## config.mk

```make
export PLATFORM = sky130hd
export DESIGN_NAME = alu_operand_stage
export DESIGN_NICKNAME = d
export VERILOG_FILES = /design/src/rtl/alu_operand_stage.sv
export SDC_FILE = /design/constraint.sdc
export NUM_CORES = 1
export LEC_CHECK = 0
export CAP_MARGIN = 5
export CORE_MARGIN = 2
export CORE_UTILIZATION = 48
export CTS_CLUSTER_DIAMETER = 60
export DETAILED_ROUTE_END_ITERATION = 8
export GPL_ROUTABILITY_DRIVEN = 1
export GPL_TIMING_DRIVEN = 1
export MAX_ROUTING_LAYER = met4
export PLACE_DENSITY = 0.91
export SYNTH_ARGS = -nofsm -noshare
export SYNTH_HDL_FRONTEND = slang
export SYNTH_SLANG_ARGS = --single-unit
```

## constraint.sdc

```tcl
create_clock -name clk -period 2.85 [get_ports clk]
set_clock_uncertainty 0.05 [all_clocks]
set_input_delay 0.57 -clock clk [delete_from_list [all_inputs] [get_ports clk]]
set_output_delay 0.57 -clock clk [all_outputs]
set_load 0.05 [all_outputs]
```

## src/rtl/alu_operand_stage.sv

```systemverilog
// rtl/alu_operand_stage.sv - ID/EX register with forwarding, operand select and load-use bubble ahead of the ALU
module alu_operand_stage #(
    parameter int WIDTH = 32,
    parameter int RADDR = 5
) (
    input  logic             clk,
    input  logic             reset,
    input  logic             id_valid,
    input  logic [RADDR-1:0] id_rs,
    input  logic [RADDR-1:0] id_rt,
    input  logic [RADDR-1:0] id_rd,
    input  logic [WIDTH-1:0] id_rs_data,
    input  logic [WIDTH-1:0] id_rt_data,
    input  logic [WIDTH-1:0] id_imm,
    input  logic [4:0]       id_shamt,
    input  logic [5:0]       id_alu_fun,
    input  logic             id_sign,
    input  logic             id_src_a_shamt,
    input  logic             id_src_b_imm,
    input  logic             id_reg_write,
    input  logic             id_mem_read,
    input  logic             id_mem_write,
    input  logic             stall,
    input  logic             flush,
    input  logic             exmem_reg_write,
    input  logic [RADDR-1:0] exmem_rd,
    input  logic [WIDTH-1:0] exmem_result,
    input  logic             memwb_reg_write,
    input  logic [RADDR-1:0] memwb_rd,
    input  logic [WIDTH-1:0] memwb_result,
    output logic             load_use_stall,
    output logic             ex_valid,
    output logic [WIDTH-1:0] A,
    output logic [WIDTH-1:0] B,
    output logic [5:0]       ALUFun,
    output logic             Sign,
    output logic [RADDR-1:0] ex_rd,
    output logic             ex_reg_write,
    output logic             ex_mem_read,
    output logic             ex_mem_write,
    output logic [WIDTH-1:0] ex_store_data
);

    logic             valid_q;
    logic [RADDR-1:0] rs_q, rt_q, rd_q;
    logic [WIDTH-1:0] rs_data_q, rt_data_q, imm_q;
    logic [4:0]       shamt_q;
    logic [5:0]       alu_fun_q;
    logic             sign_q, src_a_shamt_q, src_b_imm_q;
    logic             reg_write_q, mem_read_q, mem_write_q;
    logic [WIDTH-1:0] fwd_rs, fwd_rt;

    // A load in EX cannot forward until MEM/WB, so a dependent ID instruction waits one cycle
    assign load_use_stall = valid_q & mem_read_q & (rd_q != '0) & id_valid
                          & ((rd_q == id_rs) | (rd_q == id_rt));

    always_ff @(posedge clk) begin
        if (!reset) begin
            valid_q       <= 1'b0;
            rs_q          <= '0;
            rt_q          <= '0;
            rd_q          <= '0;
            rs_data_q     <= '0;
            rt_data_q     <= '0;
            imm_q         <= '0;
            shamt_q       <= '0;
            alu_fun_q     <= '0;
            sign_q        <= 1'b0;
            src_a_shamt_q <= 1'b0;
            src_b_imm_q   <= 1'b0;
            reg_write_q   <= 1'b0;
            mem_read_q    <= 1'b0;
            mem_write_q   <= 1'b0;
        end else if (flush) begin
            valid_q <= 1'b0;
        end else if (!stall) begin
            if (load_use_stall) begin
                valid_q <= 1'b0;
            end else begin
                valid_q       <= id_valid;
                rs_q          <= id_rs;
                rt_q          <= id_rt;
                rd_q          <= id_rd;
                rs_data_q     <= id_rs_data;
                rt_data_q     <= id_rt_data;
                imm_q         <= id_imm;
                shamt_q       <= id_shamt;
                alu_fun_q     <= id_alu_fun;
                sign_q        <= id_sign;
                src_a_shamt_q <= id_src_a_shamt;
                src_b_imm_q   <= id_src_b_imm;
                reg_write_q   <= id_reg_write;
                mem_read_q    <= id_mem_read;
                mem_write_q   <= id_mem_write;
            end
        end
    end

    // Younger producer (EX/MEM) wins; register 0 is hardwired and never forwarded
    always_comb begin
        fwd_rs = rs_data_q;
        if (exmem_reg_write && exmem_rd != '0 && exmem_rd == rs_q)
            fwd_rs = exmem_result;
        else if (memwb_reg_write && memwb_rd != '0 && memwb_rd == rs_q)
            fwd_rs = memwb_result;
    end

    always_comb begin
        fwd_rt = rt_data_q;
        if (exmem_reg_write && exmem_rd != '0 && exmem_rd == rt_q)
            fwd_rt = exmem_result;
        else if (memwb_reg_write && memwb_rd != '0 && memwb_rd == rt_q)
            fwd_rt = memwb_result;
    end

    always_comb begin
        ex_valid      = valid_q;
        ex_rd         = rd_q;
        A             = '0;
        B             = '0;
        ALUFun        = '0;
        Sign          = 1'b0;
        ex_store_data = '0;
        ex_reg_write  = 1'b0;
        ex_mem_read   = 1'b0;
        ex_mem_write  = 1'b0;
        if (valid_q) begin
            A             = src_a_shamt_q ? {{(WIDTH-5){1'b0}}, shamt_q} : fwd_rs;
            B             = src_b_imm_q ? imm_q : fwd_rt;
            ALUFun        = alu_fun_q;
            Sign          = sign_q;
            ex_store_data = fwd_rt;
            ex_reg_write  = reg_write_q;
            ex_mem_read   = mem_read_q;
            ex_mem_write  = mem_write_q;
        end
    end

endmodule
```

==> results.md, run 1 <==
* Outcome: finished, violations left
* Failing checks: setup timing
* Post-DRT Antenna Nets at 0
* Drt pass-1 iters at 8
* # setup viols final at 96
* Drt wl/cell at 27.1 µm
* Vias in the first global route at 12900
* Crit start category: input port
* CTS H-tree depth at 4
* Power consumption at 6270 µW
* Worst-Skew Late Latency at 0.42 ns
* Total GRT Usage at 42.6%
* Final WL at 49600 µm
* Worst reg-to-reg path cell count at 7
* Ratio of cells with drive above 1 in the final layout at 27.9%
* LEAKAGE at 0.00612 µW
* Net Count, Synth at 1484
* Worst Path Required at 2.23 ns
* Yosys warns at 0
* # rows at 52
* Area after DPL at 0.0147 mm²
* Max Freq at 297 MHz
* R2R Path Start: ex_rd[3]$_SDFFE_PN0P_
* DP HPWL at 28100 µm
* Seq/Total Area, Yosys at 25.8%
* Total CTS buffers at 17
* Hold EP: alu_fun_q[2]$_SDFFE_PN0P_
* Clock Sinks at 129
* First-pass GRT wire length at 71800 µm
* Relative slew slack at 50.5%
* PortBufs at 321
* R2R Setup Slk at 0.45 ns
* Yosys reg bits at 129
* Hold Path Stages at 2
* Initial Utilization at 49.1%
* Largest net degree at the start of global routing at 129
* Clock Tree Buf Depth at 2
* Post-layout net count at 1751
* Min-delay worst type: flip-flop to flip-flop
* Max-slew violations at 0
* Maximum VDD drop at 0.000418 V
* Root Buffer: clkbuf_16
* Power density over the cells at 375 mW/mm²
* Finished Cell Area at 0.0167 mm²
* Critical Path AT at 2.74 ns
* Met1 Usage GRT at 49.6%
* Multi-input logic area at 0.00769 mm²
* Crit-path max FO at 18
* Via count at 13300
* Avg Synthesized Cell Area at 7.84 µm²
* Post-Syn Area at 0.0100 mm²
* Final WS setup at -0.512 ns
* GR Layer Usage met2 at 65.6%
* Top cells by area, synth: dfxtp_1 26%, a32oi_1 14%, nand4_1 8.1%
* Final hold violations at 0
* Reg area at 0.00260 mm²
* Core Area at 0.0204 mm²
* Yosys top cell area share at 25.8%
* Total grt overflow at 0
* Crit. End Element: primary output
* CP Class: input port to primary output
* Global routing's busiest layer: met2
* RSZ-0062 raised after global routing: true
* Drt drc at 0
* Vias per std cell at 7.27
* Initial antenna violation count at 5
* Yosys top cell by area: dfxtp_1
* Synthesis-to-layout area growth at 67.4%
* Max cap viols at 0
* Fillers at 1091
* CTS tree: built
* Die Ht at 148 µm
* Distinct cells, synth at 38
* Die Footprint at 0.0220 mm²
* Die span in x at 148 µm
* Tmin final at 3.36 ns
* Io pins at 322
* Worst-margin pin slew at 0.743 ns
* Worst hold start: alu_fun_q[2]$_SDFFE_PN0P_
* RR Endpoint: imm_q[15]$_SDFFE_PN0P_
* RePlAce Congestion at 1.01
* CTS clk-pin slew, worst paths at 0.06 ns
* Gate Count Post-Synth at 1275
* DR iter-0 viols at 1726
* GR Util met3 at 10.9%
* Tcrit/Tclk final at 118%
-- routing by layer --
metal  up-vias  wire, µm  share of wire (%)
met4         0      3790                7.6
li1       5540         -                  -
met5         -         0                  0
met1      6240     17000                 34
met3       331      6350                 13
met2      1194     22400                 45
-- per-stage QoR --
step / hold slack (ns) / std cells / setup TNS (ns) / utilization [%] / worst slack [ns]
finish: 0.448 / 1829 / -23.04 / 82.2 / -0.512
global route: 0.473 / 1829 / -26.01 / 82.2 / -0.578
CTS: 0.451 / 1822 / -22.33 / 80.8 / -0.372
detailed placement: 0.442 / 1757 / -57.25 / 72.2 / -0.774
global placement: 0.431 / 1757 / -51.12 / 72.2 / -0.674
floorplan: 0.420 / 1275 / -3.58 / - / -0.208
-- flip-flops by register name (all words and copies together) (netlist names), 5 cells and up --
name	flops
rt_data_q	32
rt_q	5
alu_fun_q	6
imm_q	32
shamt_q	5
rs_q	5
rs_data_q	32
ex_rd	5
-- logic make-up after synthesis --
logic type             after synthesis  share of synthesized area, %
AND/OR/NAND/NOR                    562                          33.6
buffers and inverters              171                          9.04
multiplexers                        64                          6.41
flip-flops                         129                          25.8
XOR/XNOR                            30                          2.63
AO/OA/AOI/OAI                      319                          22.5
-- where the power goes --
part	switching [µW]	internal (µW)
logic	863	793
registers	211	1970
clock network	860	1570
total	1930	4340
-- critical path, cell delays in order --
cell,delay (ns)
buf_8,0.10
or4_4,0.53
nor2_4,0.12
buf_6,0.10
buf_4,0.11
nor3_4,0.08
buf_12,0.17
a32oi_1,0.56
o21ai_2,0.19
buf_12,0.20
-- placed cells by master, fill, tap and decap left out, types with 12 or more instances in the layout --
master,n
clkdlybuf4s50_1,210
nand2b_1,128
buf_6,16
mux2i_2,29
a32oi_1,151
a21oi_2,42
and3_1,128
o21ai_2,38
clkbuf_16,19
buf_4,49
a21oi_4,17
o21ai_4,12
o21ai_1,31
dfxtp_1,120
mux2i_1,19
and2_1,12
xnor2_1,19
nand4_1,130
nand3_1,138
mux2i_4,16
buf_12,125
-- final cells by class --
type                            instances  area share (%)
Tap cell                              270            2.02
Clock buffer                           21            2.69
Antenna cell                            5          0.0748
Sequential cell                       129            15.5
Multi-Input combinational cell        975            46.0
Clock inverter                         10            1.10
Timing Repair Buffer                  419            32.6
-- worst max path at each step --
stage	end	slack, ns	depth (start not counted)	from
CTS	A[18]	-0.37	13	memwb_rd[1]
detailed placement	A[30]	-0.77	8	memwb_rd[0]
finish	B[25]	-0.51	10	exmem_rd[4]
floorplan	A[0]	-0.21	6	exmem_rd[1]
global route	B[25]	-0.58	10	exmem_rd[4]
global placement	A[2]	-0.67	8	memwb_rd[2]
-- timing repair --
action                     4_1_cts  5_1_grt
cloned                           8        2
hold buffers                     0        0
pin swaps                       51       40
resized for setup              190       83
setup buffers                   27        8
setup endpoints to repair       96       96
-- cell usage after synthesis, drive strengths merged --
master	count
mux2i	64
nand2b	128
or4	4
and3	128
nand2	10
dfxtp	129
xnor2	24
nor4	2
o211ai	2
or4bb	1
o22ai	1
o211a	1
a32oi	159
buf	75
o21ai	92
o221ai	5
nand4	130
and2	12
clkbuf	96
nor2b	2
nand3	139
xor2	6
or3	1
nand4b	1
nor3	1
or2	1
nor2	2
a21oi	59
(Power assumes the default switching activity.)
==> run 2, diff against run 1 <==
CELL_PAD_IN_SITES_DETAIL_PLACEMENT = 1   (was not set)
CELL_PAD_IN_SITES_GLOBAL_PLACEMENT = 2   (was not set)
CORE_UTILIZATION = 26   (was 48)
PLACE_DENSITY = 0.89   (was 0.91)
==> run 2 against run 1 <==
Net effect:
- wire length grew 16%
- sequential cell count is the same
- die area grew 82%
- count of clock-buffer cells in the layout shrank 1
- critical path depth grew 1
- critical path type unchanged
- sequential share of layout area shrank 1.2 points
- via count shrank 4.9%
- combinational power grew 10%
- hold slack gained 0.00086 ns
- utilization shrank 34 points
- worst setup slack gained 0.17 ns
- the run still ends with setup timing left
==> results.md, run 2 (synthesized netlist as in run 1, its figures left out) <==
* Core Area at 0.0378 mm²
* LEAKAGE at 0.00661 µW
* CP max-delay cell: or4_4
* Total grt overflow at 0
* Total GRT Usage at 28.0%
* Maximum VDD drop at 0.000412 V
* Largest regs: imm_q: 32 flops, rs_data_q: 32 flops, rt_data_q: 32 flops
* Reg area at 0.00260 mm²
* Total CTS buffers at 17
* Crit-path max FO at 6
* Most common cell after layout, fill and taps aside: clkdlybuf4s50_1
* Via count at 12700
* CTS tree: built
* CTS clk-pin slew, worst paths at 0.07 ns
* Pre-CTS WS at -0.898 ns
* Dpl cells at 2017
* CP max stage delay at 0.54 ns
* Root Buffer: clkbuf_16
* Final hold violations at 0
* CP Class: input port to primary output
* Critical Path AT at 2.57 ns
* Multi-input logic area at 0.00818 mm²
* Hold buffer count at CTS at 0
* Drt pass-1 iters at 5
* Drt wl/cell at 27.1 µm
* Synthesis-to-layout area growth at 81.8%
* Tmin final at 3.19 ns
* Power consumption at 6590 µW
* Clock Sinks at 129
* Initial Utilization at 26.5%
* Post-DRT Antenna Nets at 0
* PortBufs at 321
* Fillers at 4080
* Outcome: finished, violations left
* Drt drc at 0
* Tcrit/Tclk final at 112%
* Commonest cells after routing, fill and taps aside: 208 x clkdlybuf4s50_1, 148 x a32oi_1, 137 x nand3_1, 130 x nand4_1, 130 x buf_12
* Die Ht at 200 µm
* Hold Worst Slack at 0.449 ns
* Die span in x at 200 µm
* Finished Cell Area at 0.0182 mm²
* Vias in the first global route at 13200
* Max cap viols at 0
* First-pass GRT wire length at 84600 µm
* Power density over the cells at 362 mW/mm²
* DR iter-0 viols at 904
* Final WS setup at -0.340 ns
* # rows at 71
* Max-slew violations at 0
* Max Freq at 313 MHz
* Failing checks: setup timing
* RePlAce Congestion at 0.830
* Worst-Skew Late Latency at 0.43 ns
* CTS H-tree depth at 4
* Area after DPL at 0.0152 mm²
* Worst Path Required at 2.23 ns
* Initial antenna violation count at 13
* Io pins at 322
* Crit. End Element: primary output
* Crit start category: input port
* Ratio of cells with drive above 1 in the final layout at 31.0%
* Vias per std cell at 5.99
* RSZ-0062 raised after global routing: true
* Die Footprint at 0.0400 mm²
* DP HPWL at 34500 µm
* Worst-margin pin slew at 0.765 ns
* # setup viols final at 96
* Min-delay worst type: input port to flip-flop
* Final instance count without filler cells at 2113
* Post-layout net count at 1787
* Cell Chain, Critical Path: buf_8 -> or4_4 -> o21ai_4 -> buf_6 -> nor4_4 -> buf_12 -> buf_8 -> buf_16 -> mux2i_4 -> a21oi_2 -> buf_12
* Clock Tree Buf Depth at 2
* Relative slew slack at 48.7%
* Largest net degree at the start of global routing at 129
* Final WL at 57300 µm
## run 2: cell count changes in the layout (fill, tap and decap cells not counted), moves of 9 or more
cell,change
buf_6,+9
mux2i_4,+19
mux2i_2,-17
a21oi_2,-18
buf_16,+9
a21oi_4,+18
## run 2: area by class of cell
class / instances / share of cell area (%)
well taps: 511 / 3.52
diodes: 11 / 0.151
clock inverters: 12 / 1.12
flip-flops and latches: 129 / 14.3
multi-input cells: 975 / 45.0
repair buffers: 455 / 33.4
clock buffers: 20 / 2.57
## run 2: routing by layer
metal,global-route usage [%],up-vias,share of wire [%]
met3,6.35,109,6.7
met5,-,-,0
met2,44.7,508,48
li1,-,5619,-
met1,34.2,6417,42
met4,10.8,0,3.4
## run 2: stage by stage
step | TNS (ns) | util [%]
after floorplan | -3.58 | -
after global placement | -62.43 | 40.2
after detailed placement | -72.93 | 40.2
after CTS | -25.08 | 47.3
after global routing | -29.48 | 48.2
final | -24.58 | 48.2
## run 2: timing repair
item / 4_1_cts / 5_1_grt
buffers inserted: 35 / 4
hold endpoints to repair: 0 / 0
pin swaps: 56 / 26
cloned: 15 / 2
setup endpoints to repair: 97 / 97
resized for setup: 305 / 60
## run 2: critical path, delay by kind of cell
| kind | cells | cell delay, ns |
|---|---|---|
| buffers and inverters | 6 | 0.82 |
| and+or+nand+nor | 2 | 0.58 |
| AOI/OAI and AO/OA | 2 | 0.38 |
| muxes | 1 | 0.21 |
## run 2: worst paths after layout
path / start / to / slack (ns) / cells after the start
max: memwb_rd[3] / ex_store_data[10] / -0.34 / 11
max reg2reg: ex_rd[4]$_SDFFE_PN0P_ / imm_q[16]$_SDFFE_PN0P_ / 0.40 / 5
min: reset / alu_fun_q[5]$_SDFFE_PN0P_ / 0.45 / 3
min reg2reg: imm_q[24]$_SDFFE_PN0P_ / imm_q[24]$_SDFFE_PN0P_ / 0.45 / 2
## run 2: where the power goes
part	switching [µW]	internal [µW]
Combinational	936	893
Sequential	201	1970
Clock	956	1630
==> run 3, diff against run 2 <==
CELL_PAD_IN_SITES_DETAIL_PLACEMENT = 0   (was 1)
==> run 3 against run 2 <==
Net effect:
- worst setup slack worse by 0.045 ns
- the flow still finishes with violations (setup timing)
- clock power fell by 16%
- register-to-register slack gained 0.05 ns
==> results.md, run 3 (synthesized netlist as in run 1, its figures left out) <==
* Commonest cells after routing, fill and taps aside: 210 x clkdlybuf4s50_1, 156 x a32oi_1, 138 x nand3_1, 130 x nand4_1
* Drt pass-1 iters at 7
* Global routing's busiest layer: met2
* Reg area at 0.00259 mm²
* LEAKAGE at 0.00635 µW
* Clock Tree Buf Depth at 2
* Worst Path Required at 2.23 ns
* Power consumption at 6100 µW
* CTS tree: built
* Min-delay worst type: input port to flip-flop
* # setup viols final at 96
* Die Ht at 200 µm
* Critical path's most frequent cell: buf_12
* Family with the most delay on the worst path: buffers and inverters
* # rows at 71
* Synthesis-to-layout area growth at 78.0%
* Largest net degree at the start of global routing at 129
* Area after DPL at 0.0152 mm²
* Clock Sinks at 129
* GR Util met3 at 5.97%
* DP HPWL at 31800 µm
* Worst-margin pin slew at 0.774 ns
* Crit. End Element: primary output
* Drt drc at 0
* Worst hold start: reset
* Vias in the first global route at 11800
* Vias per std cell at 5.82
* Outcome: finished, violations left
* Met1 Usage GRT at 31.6%
* Tmin final at 3.23 ns
* R2R Setup Slk at 0.45 ns
* Total grt overflow at 0
* Critical Path AT at 2.61 ns
* PortBufs at 321
* Crit. Startpoint: memwb_rd[3]
* Drt wl/cell at 24.1 µm
* Power density over the cells at 342 mW/mm²
* Finished Cell Area at 0.0178 mm²
* Max cap viols at 0
* Die Footprint at 0.0400 mm²
* Cell Chain, Critical Path: buf_8 -> or4_4 -> o21ai_4 -> nor4_4 -> buf_4 -> buf_12 -> buf_12 -> buf_8 -> mux2i_4 -> o21ai_2 -> buf_12
* First-pass GRT wire length at 75500 µm
* RePlAce Congestion at 0.830
* Max Freq at 309 MHz
* Largest regs: imm_q: 32 flops, rs_data_q: 32 flops, rt_data_q: 32 flops
* Crit-path max FO at 6
* CP max-delay cell: or4_4
* Ratio of cells with drive above 1 in the final layout at 30.0%
* Final WS setup at -0.385 ns
* Total GRT Usage at 24.9%
* Max-slew violations at 0
* CP Class: input port to primary output
* Tcrit/Tclk final at 113%
* Final WL at 50600 µm
* Initial Utilization at 26.5%
* Worst-Skew Late Latency at 0.44 ns
* Multi-input logic area at 0.00819 mm²
* Final hold violations at 0
* Root Buffer: clkbuf_16
* DR iter-0 viols at 1021
* CTS H-tree depth at 4
* TNS Setup at -24.75 ns
* CP max stage delay at 0.54 ns
* R2R Path Start: ex_rd[0]$_SDFFE_PN0P_
* Io pins at 322
* CTS clk-pin slew, worst paths at 0.06 ns
* RSZ-0062 raised after global routing: true
* Most common cell after layout, fill and taps aside: clkdlybuf4s50_1
* Post-layout net count at 1775
* Failing checks: setup timing
* Dpl cells at 2017
* Fillers at 3469
* Final instance count without filler cells at 2101
* Crit path buf inv count at 6
* Initial antenna violation count at 16
* GR Layer Usage met2 at 39.0%
* Core Area at 0.0378 mm²
* Die span in x at 200 µm
* Post-DRT Antenna Nets at 0
* Total CTS buffers at 17
* Maximum VDD drop at 0.000432 V
* Via count at 12200
* Crit start category: input port
* Relative slew slack at 48.2%
## run 3: changes by cell type in the layout (fill, tap and decap cells not counted), sizes merged, moves of 2 or more
cell / previous run / this run
clkbuf: 22 / 24
buf: 238 / 226
clkdlybuf4s50: 208 / 210
clkinv: 3 / 5
dlymetal6s2s: 3 / 1
bufinv: 5 / 1
## run 3: metal layers
layer	up-vias	wire length, µm
met1	6104	22000
met5	-	0
met2	465	24100
met3	54	3510
li1	5603	-
met4	0	1020
## run 3: final cells by class
class                           instances  share of cell area [%]
Clock buffer                           21                    2.70
Sequential cell                       129                    14.6
Tap cell                              511                    3.59
Antenna cell                           12                   0.169
Timing Repair Buffer                  443                    32.5
Clock inverter                         10                   0.478
Multi-Input combinational cell        975                    46.0
## run 3: what timing repair did
item                                   CTS  global route
gates resized for setup                249           104
endpoints found under the hold margin    0             0
buffers inserted                        22            20
hold buffers                             0             0
pin swaps                               47            40
gates cloned                            10             1
setup endpoints to repair               97            97
## run 3: stage by stage
step / utilization [%] / hold slack [ns] / setup slack [ns]
detailed placement: 40.2 / 0.444 / -0.889
finish: 47.1 / 0.431 / -0.385
global placement: 40.2 / 0.428 / -0.842
global route: 47.1 / 0.440 / -0.425
floorplan: - / 0.420 / -0.208
CTS: 45.7 / 0.412 / -0.387
## run 3: final timing paths
check                           cells past startpoint                      to
worst max-delay path                               11                   B[22]
worst min-delay path                                3   ex_valid$_SDFFE_PP0N_
worst max register to register                      5  imm_q[21]$_SDFFE_PN0P_
worst min register to register                      2  imm_q[20]$_SDFFE_PN0P_
## run 3: power by group
group | switching [µW] | leakage (µW) | total [µW] | internal, µW
sequential | 191 | 0.00107 | 2160 | 1970
clock | 903 | 0.000273 | 2180 | 1280
combinational | 891 | 0.00501 | 1750 | 863
total | 1980 | 0.00635 | 6100 | 4110
## run 3: tightest hold or removal path: stages
cell	delay, ns
buf_8	0.15
nand4b_1	0.09
o21ai_0	0.07
